$ cat src/rtl/irq_arbiter_pkg.sv
// Shared sizing and FSM state encoding for the interrupt arbiter.
package irq_arbiter_pkg;

  localparam int unsigned NIRQ            = 4;
  localparam int unsigned NBIT_IRQ        = 2;
  localparam int unsigned IRQ_ARB_ST_NBIT = 2;

  typedef enum logic [IRQ_ARB_ST_NBIT-1:0] {
    StIdle = 2'd0,
    StReq  = 2'd1,
    StAck  = 2'd2
  } irq_arb_st_e;

endpackage

$ cat src/rtl/cmb_prio_enc.sv
// Combinational priority encoder: reports whether any bit is set and the index of the highest one.
module cmb_prio_enc #(
  parameter int unsigned Width = 4,
  parameter int unsigned IdxW  = 2
) (
  input  logic [Width-1:0] vec_i,
  output logic             any_o,
  output logic [IdxW-1:0]  idx_o
);

  assign any_o = |vec_i;

  // Ascending scan so the highest set bit is the last one written.
  always_comb begin
    idx_o = '0;
    for (int unsigned i = 0; i < Width; i++) begin
      if (vec_i[i]) begin
        idx_o = IdxW'(i);
      end
    end
  end

endmodule

$ cat src/rtl/irq_arbiter.sv
// Edge-capturing, fixed-priority interrupt arbiter with nested in-service tracking.
module irq_arbiter
  import irq_arbiter_pkg::*;
(
  input  logic                clk,
  input  logic                rst,
  input  logic                en,
  input  logic [NIRQ-1:0]     irq_raw,
  input  logic [NIRQ-1:0]     irq_mask,
  input  logic                take,
  input  logic                ret,
  output logic                ivld,
  output logic [NBIT_IRQ-1:0] inum,
  output logic [NIRQ-1:0]     pending,
  output logic [NIRQ-1:0]     in_service,
  output logic                busy
);

  irq_arb_st_e         state_q, state_d;
  logic [NIRQ-1:0]     prev_q, prev_d;
  logic [NIRQ-1:0]     pending_q, pending_d;
  logic [NIRQ-1:0]     in_service_q, in_service_d;
  logic                ivld_q, ivld_d;
  logic [NBIT_IRQ-1:0] inum_q, inum_d;

  logic [NIRQ-1:0]     rise;
  logic [NIRQ-1:0]     eligible;
  logic                elig_any;
  logic [NBIT_IRQ-1:0] elig_idx;
  logic                svc_any;
  logic [NBIT_IRQ-1:0] svc_idx;

  assign rise = irq_raw & ~prev_q;

  cmb_prio_enc #(
    .Width(NIRQ),
    .IdxW (NBIT_IRQ)
  ) u_svc_enc (
    .vec_i(in_service_q),
    .any_o(svc_any),
    .idx_o(svc_idx)
  );

  // Only sources strictly above the innermost in-service level may preempt.
  always_comb begin
    eligible = '0;
    for (int unsigned i = 0; i < NIRQ; i++) begin
      eligible[i] = pending_q[i] & irq_mask[i] & (~svc_any | (NBIT_IRQ'(i) > svc_idx));
    end
  end

  cmb_prio_enc #(
    .Width(NIRQ),
    .IdxW (NBIT_IRQ)
  ) u_elig_enc (
    .vec_i(eligible),
    .any_o(elig_any),
    .idx_o(elig_idx)
  );

  always_comb begin
    state_d      = state_q;
    prev_d       = prev_q;
    pending_d    = pending_q;
    in_service_d = in_service_q;
    ivld_d       = ivld_q;
    inum_d       = inum_q;
    if (en) begin
      prev_d = irq_raw;
      // ret clears the old top level before a same-cycle take sets the new one.
      if (ret && svc_any) begin
        in_service_d[svc_idx] = 1'b0;
      end
      case (state_q)
        StIdle: begin
          if (elig_any) begin
            state_d = StReq;
            ivld_d  = 1'b1;
            inum_d  = elig_idx;
          end
        end
        StReq: begin
          if (take) begin
            pending_d[inum_q]    = 1'b0;
            in_service_d[inum_q] = 1'b1;
            ivld_d               = 1'b0;
            state_d              = StAck;
          end else if (!irq_mask[inum_q]) begin
            ivld_d  = 1'b0;
            state_d = StIdle;
          end
        end
        StAck: begin
          state_d = StIdle;
        end
        default: begin
          ivld_d  = 1'b0;
          state_d = StIdle;
        end
      endcase
      // A fresh edge on the source being taken keeps it pending.
      pending_d = pending_d | rise;
    end
  end

  always_ff @(posedge clk) begin
    if (rst) begin
      state_q      <= StIdle;
      prev_q       <= '0;
      pending_q    <= '0;
      in_service_q <= '0;
      ivld_q       <= 1'b0;
      inum_q       <= '0;
    end else begin
      state_q      <= state_d;
      prev_q       <= prev_d;
      pending_q    <= pending_d;
      in_service_q <= in_service_d;
      ivld_q       <= ivld_d;
      inum_q       <= inum_d;
    end
  end

  assign ivld       = ivld_q;
  assign inum       = inum_q;
  assign pending    = pending_q;
  assign in_service = in_service_q;
  assign busy       = |in_service_q;

endmodule

$ cat config.mk
export PLATFORM = sky130hd
export DESIGN_NAME = irq_arbiter
export DESIGN_NICKNAME = d
export VERILOG_FILES = /design/src/rtl/irq_arbiter_pkg.sv /design/src/rtl/cmb_prio_enc.sv /design/src/rtl/irq_arbiter.sv
export SDC_FILE = /design/constraint.sdc
export NUM_CORES = 1
export LEC_CHECK = 0
export CORE_MARGIN = 5
export CORE_UTILIZATION = 26
export DETAILED_ROUTE_END_ITERATION = 10
export GPL_TIMING_DRIVEN = 0
export PLACE_DENSITY = 0.6
export SETUP_SLACK_MARGIN = 0.3
export SYNTH_ARGS = -nofsm -noshare
export SYNTH_HDL_FRONTEND = slang
export SYNTH_HIERARCHICAL = 1
export SYNTH_SLANG_ARGS = --single-unit
$ cat constraint.sdc
create_clock -name clk -period 1.9 [get_ports clk]
set_input_delay 0.38 -clock clk [delete_from_list [all_inputs] [get_ports clk]]
set_output_delay 0.38 -clock clk [all_outputs]
set_load 0.05 [all_outputs]
==> report_table.html <==
<table>
<tr><th>Metric</th><th>Value</th></tr>
<tr><th colspan="2">Outcome</th></tr>
<tr><td>Status</td><td>complete, but fails checks</td></tr>
<tr><td>Violated checks</td><td>negative setup slack</td></tr>
<tr><th colspan="2">Min path</th></tr>
<tr><td>Min-delay src</td><td>pending[0]$_SDFFE_PP0P_</td></tr>
<tr><td>Class of the tightest hold or removal check</td><td>register to register</td></tr>
<tr><th colspan="2">Pwr</th></tr>
<tr><td>Ratio of total power to cell area</td><td>630.4 mW/mm²</td></tr>
<tr><td>Static leakage</td><td>0.5142 nW</td></tr>
<tr><td>Maximum vdd drop</td><td>0.2390 mV</td></tr>
<tr><th colspan="2">Worst setup path</th></tr>
<tr><td>Total buffers and inverters traversed by the critical path</td><td>0</td></tr>
<tr><td>Worst Setup Path Type</td><td>register to register</td></tr>
<tr><td>Setup crit start</td><td>in_service[3]$_SDFFE_PP0P_</td></tr>
<tr><td>Critical Path AT</td><td>~2.3 ns</td></tr>
<tr><td>Reg-to-reg critical path startpoint</td><td>in_service[3]$_SDFFE_PP0P_</td></tr>
<tr><td>Highest-delay cell along the critical path</td><td>or3_4</td></tr>
<tr><td>Cells along the critical path</td><td>or2_4 &gt; or3_4 &gt; a31oi_4 &gt; or2_1 &gt; or3_1 &gt; and4bb_2 &gt; mux2i_1 &gt; nor2_1</td></tr>
<tr><td>Launching element type of the critical path</td><td>register</td></tr>
<tr><td>Register-to-Register Setup Slack</td><td>-0.22 ns</td></tr>
<tr><td>WP data required</td><td>~2.1 ns</td></tr>
<tr><td>Largest delay contributor family on the critical path</td><td>simple AND/OR/NAND/NOR gates</td></tr>
<tr><td>Crit path max fanout</td><td>7</td></tr>
<tr><td>Nature of the critical path endpoint</td><td>register</td></tr>
<tr><td>Slowest stage delay, CP</td><td>about 0.39 ns</td></tr>
<tr><th colspan="2">Floorplan</th></tr>
<tr><td>DIE AREA</td><td>0.004612 mm²</td></tr>
<tr><td>Floorplan row count</td><td>21</td></tr>
<tr><td>Chip Height</td><td>67.92 µm</td></tr>
<tr><td>Core Footprint</td><td>around 0.0033 mm²</td></tr>
<tr><td>Count of boundary I/O pins</td><td>25</td></tr>
<tr><td>Initial core utilization</td><td>a little over a quarter</td></tr>
<tr><td>Die Span X</td><td>around 68 µm</td></tr>
<tr><th colspan="2">Routing</th></tr>
<tr><td>Length of the first detailed-routing pass in iterations</td><td>4</td></tr>
<tr><td>Routed wire length per instance</td><td>about 13 µm</td></tr>
<tr><td>Post-Route WL</td><td>2293 µm</td></tr>
<tr><td>Initial DRC count</td><td>37</td></tr>
<tr><td>Antenna Violating Nets Remaining</td><td>0</td></tr>
<tr><td>Vias after detailed routing</td><td>around 860</td></tr>
<tr><td># DRC</td><td>0</td></tr>
<tr><td>Vias per std cell</td><td>between 4 and 5</td></tr>
<tr><th colspan="2">Yosys</th></tr>
<tr><td>Leading area contributor after synthesis</td><td>dfxtp_1</td></tr>
<tr><td>Share of the synthesized area in the top cell type</td><td>39.02%</td></tr>
<tr><td>Combined area of all synthesized cells</td><td>872.1 µm²</td></tr>
<tr><td>Synth top cells by count</td><td>17 x dfxtp_1, 11 x nor2_1, 8 x a21oi_1</td></tr>
<tr><td>Most used flip-flop cell after synthesis</td><td>dfxtp_1</td></tr>
<tr><td>Synthesized netlist cell count</td><td>98</td></tr>
<tr><td>Library cell with the highest instance count after synthesis</td><td>dfxtp_1</td></tr>
<tr><td>Count of yosys warnings during synthesis</td><td>6</td></tr>
<tr><td>FF+latch count, synth</td><td>17</td></tr>
<tr><td>Net count after synthesis</td><td>between 100 and 150</td></tr>
<tr><td>Distinct cell type count after synthesis</td><td>32</td></tr>
<tr><td>Mean instance size in the synthesized netlist</td><td>roughly 8.9 µm²</td></tr>
<tr><td>Sequential cell area fraction in the yosys report</td><td>between 30 and 40%</td></tr>
<tr><td>Most area-consuming cells after synthesis</td><td>dfxtp_1 39%, mux2i_1 8.0%, nor2_1 4.7%, a21oi_1 4.6%, a32o_1 3.4%</td></tr>
<tr><td>Number of enable flip-flop cells after synthesis</td><td>0</td></tr>
<tr><td>Proportion of register bits with asynchronous set or reset after synthesis</td><td>0%</td></tr>
<tr><th colspan="2">Timing</th></tr>
<tr><td>Final Skew</td><td>0.008848 ns</td></tr>
<tr><td>Number of failing setup endpoints in the final timing report</td><td>4</td></tr>
<tr><td>Worst slew slack as a fraction of its limit</td><td>65.98%</td></tr>
<tr><td>Final critical-path setup slack</td><td>-0.2224 ns</td></tr>
<tr><td>Max Freq</td><td>~470 MHz</td></tr>
<tr><td>RSZ-0062 raised after global routing</td><td>yes</td></tr>
<tr><td>Minimum clock period</td><td>about 2.1 ns</td></tr>
<tr><td>Share of the cycle needed by the critical path after routing</td><td>111.7%</td></tr>
<tr><td>Slew Limit Fails</td><td>0</td></tr>
<tr><td>Transition time of the tightest slew-check pin</td><td>~0.51 ns</td></tr>
<tr><td>Number of endpoints with negative hold slack in the final report</td><td>0</td></tr>
<tr><th colspan="2">GRT</th></tr>
<tr><td>Via count of the first global-routing pass</td><td>roughly 830</td></tr>
<tr><td>Global-route wire length before repair</td><td>3801 µm</td></tr>
<tr><td>Congestion Overflow GR</td><td>0</td></tr>
<tr><td>GRT Util Overall</td><td>10.91%</td></tr>
<tr><td>Pin count of the biggest net entering global routing</td><td>11</td></tr>
<tr><td>Antenna violations before repair</td><td>0</td></tr>
<tr><th colspan="2">Layout</th></tr>
<tr><td>Fraction of final layout cells with drive strength greater than 1</td><td>about a quarter</td></tr>
<tr><td>Number of nets at the end of the flow</td><td>around 140</td></tr>
<tr><td># diodes</td><td>0</td></tr>
<tr><td>Area occupied by multi-input gates</td><td>approximately 510 µm²</td></tr>
<tr><td>Synth-to-Final Area Change</td><td>42.04%</td></tr>
<tr><td>Final standard cell utilization of the core</td><td>between 30% and 40%</td></tr>
<tr><td>Fill cells</td><td>roughly 350</td></tr>
<tr><td>Storage cell area</td><td>between 300 and 400 µm²</td></tr>
<tr><td>Non-filler instance count after layout</td><td>~180</td></tr>
<tr><th colspan="2">Placement</th></tr>
<tr><td>Placed wire-length estimate after detailed placement</td><td>around 1700 µm</td></tr>
<tr><td>DP Cell Count</td><td>between 150 and 200</td></tr>
<tr><td>Routability Congestion</td><td>approximately 0.77</td></tr>
<tr><td>Port Buffer Count</td><td>23</td></tr>
<tr><th colspan="2">Clock tree</th></tr>
<tr><td>Num CTS Buffers</td><td>3</td></tr>
<tr><td>CTS clock-pin slew for the worst setup and hold paths</td><td>0.11 ns</td></tr>
<tr><td>Depth of the CTS H-tree</td><td>1</td></tr>
<tr><td>Clock Sinks</td><td>17</td></tr>
<tr><td>Clock latency of the later-clocked register in the worst-skew pair</td><td>0.30 ns</td></tr>
<tr><td>CTS tree</td><td>done</td></tr>
<tr><td>Post-CTS Hold Fix Bufs</td><td>0</td></tr>
<tr><td>Clock Tree Buf Depth</td><td>2</td></tr>
<tr><td>Library cell used as clock root buffer</td><td>clkbuf_4</td></tr>
<tr><th colspan="2">Run</th></tr>
<tr><td>Maximum capacitance violations</td><td>0</td></tr>
</table>
[power breakdown]
group | total, mW | switching [mW] | internal, mW
registers | 0.387 | 0.0139 | 0.373
logic | 0.193 | 0.108 | 0.0849
clock network | 0.201 | 0.122 | 0.0784
[state kept, by name, summed over array words and instances (netlist names)]
signal,flops
pending,4
inum,2
prev_q,4
ivld,1
in_service,4
state_q,2
[area by class of cell]
| class | count | area share (%) |
|---|---|---|
| multi-input cells | 71 | 41.31 |
| plain buffers | 6 | 2.828 |
| repair buffers | 27 | 19.49 |
| clock buffers | 3 | 1.818 |
| clock inverters | 1 | 0.4040 |
| inverters | 4 | 1.212 |
| well taps | 46 | 4.646 |
| flip-flops and latches | 17 | 28.28 |
[cell families after synthesis]
kind of cell / after synthesis / synth area share (%)
AO/OA/AOI/OAI: 24 / 20.23
buffers and inverters: 10 / 5.738
flip-flops: 17 / 39.02
multiplexers: 8 / 9.326
AND/OR/NAND/NOR: 39 / 25.68
[routing by layer]
| metal | vias up | GRT usage [%] | part of all wire, % |
|---|---|---|---|
| li1 | 423 | - | - |
| met1 | 399 | 12.87 | 43 |
| met2 | 32 | 18.71 | 48 |
| met3 | 4 | 1.806 | 7.4 |
| met4 | 0 | 5.955 | 2.0 |
| met5 | - | 0 | 0 |
[placed cells by master (no fill, tap or decap), types with 2 or more instances in the layout]
| cell type | instances |
|---|---|
| a21o_1 | 2 |
| a21oi_1 | 6 |
| a21oi_2 | 2 |
| a32o_1 | 3 |
| buf_2 | 5 |
| buf_4 | 4 |
| buf_6 | 2 |
| clkbuf_2 | 3 |
| clkbuf_4 | 3 |
| clkdlybuf4s15_1 | 2 |
| clkdlybuf4s50_1 | 11 |
| dfxtp_1 | 13 |
| dfxtp_2 | 2 |
| dfxtp_4 | 2 |
| dlygate4sd2_1 | 3 |
| inv_1 | 4 |
| mux2i_1 | 7 |
| nand2_1 | 4 |
| nand3_1 | 3 |
| nand3b_1 | 4 |
| nand4_1 | 2 |
| nor2_1 | 11 |
| nor2b_1 | 4 |
| o21ai_0 | 4 |
| or4_1 | 2 |
[tightest hold or removal path, delay by kind of cell, from the launching register on]
kind	cells	cell delay, ns
compound gates	2	0.11
flops	1	0.34
[path summary, 6_finish.rpt]
kind	to	cells after the start
min reg2reg	pending[0]$_SDFFE_PP0P_	2
max reg2reg	inum[1]$_SDFFE_PP0P_	8
max	inum[1]$_SDFFE_PP0P_	8
min	pending[0]$_SDFFE_PP0P_	2
[per-stage QoR]
| stage | setup slack [ns] | area, µm² | hold slack (ns) | power, mW | setup TNS [ns] |
|---|---|---|---|---|---|
| after floorplan | -0.1998 | 889.6 | 0.4509 | 0.5177 | -0.6131 |
| after global placement | -0.2795 | 1177 | 0.4652 | 0.5849 | -0.9579 |
| after detailed placement | -0.3078 | 1177 | 0.4858 | 0.5883 | -1.065 |
| after CTS | -0.2143 | 1232 | 0.4931 | 0.7745 | -0.8211 |
| after global routing | -0.2997 | 1239 | 0.5270 | 0.8144 | -1.117 |
| final | -0.2224 | 1239 | 0.4877 | 0.7809 | -0.8274 |
[timing repair]
action | in CTS | in global routing
endpoints found under the setup margin | 16 | 13
buffers inserted | 3 | 1
gates resized for setup | 21 | 15
gates cloned | 0 | 0
pin swaps | 5 | 3
Power figures use the tool's default switching activity.
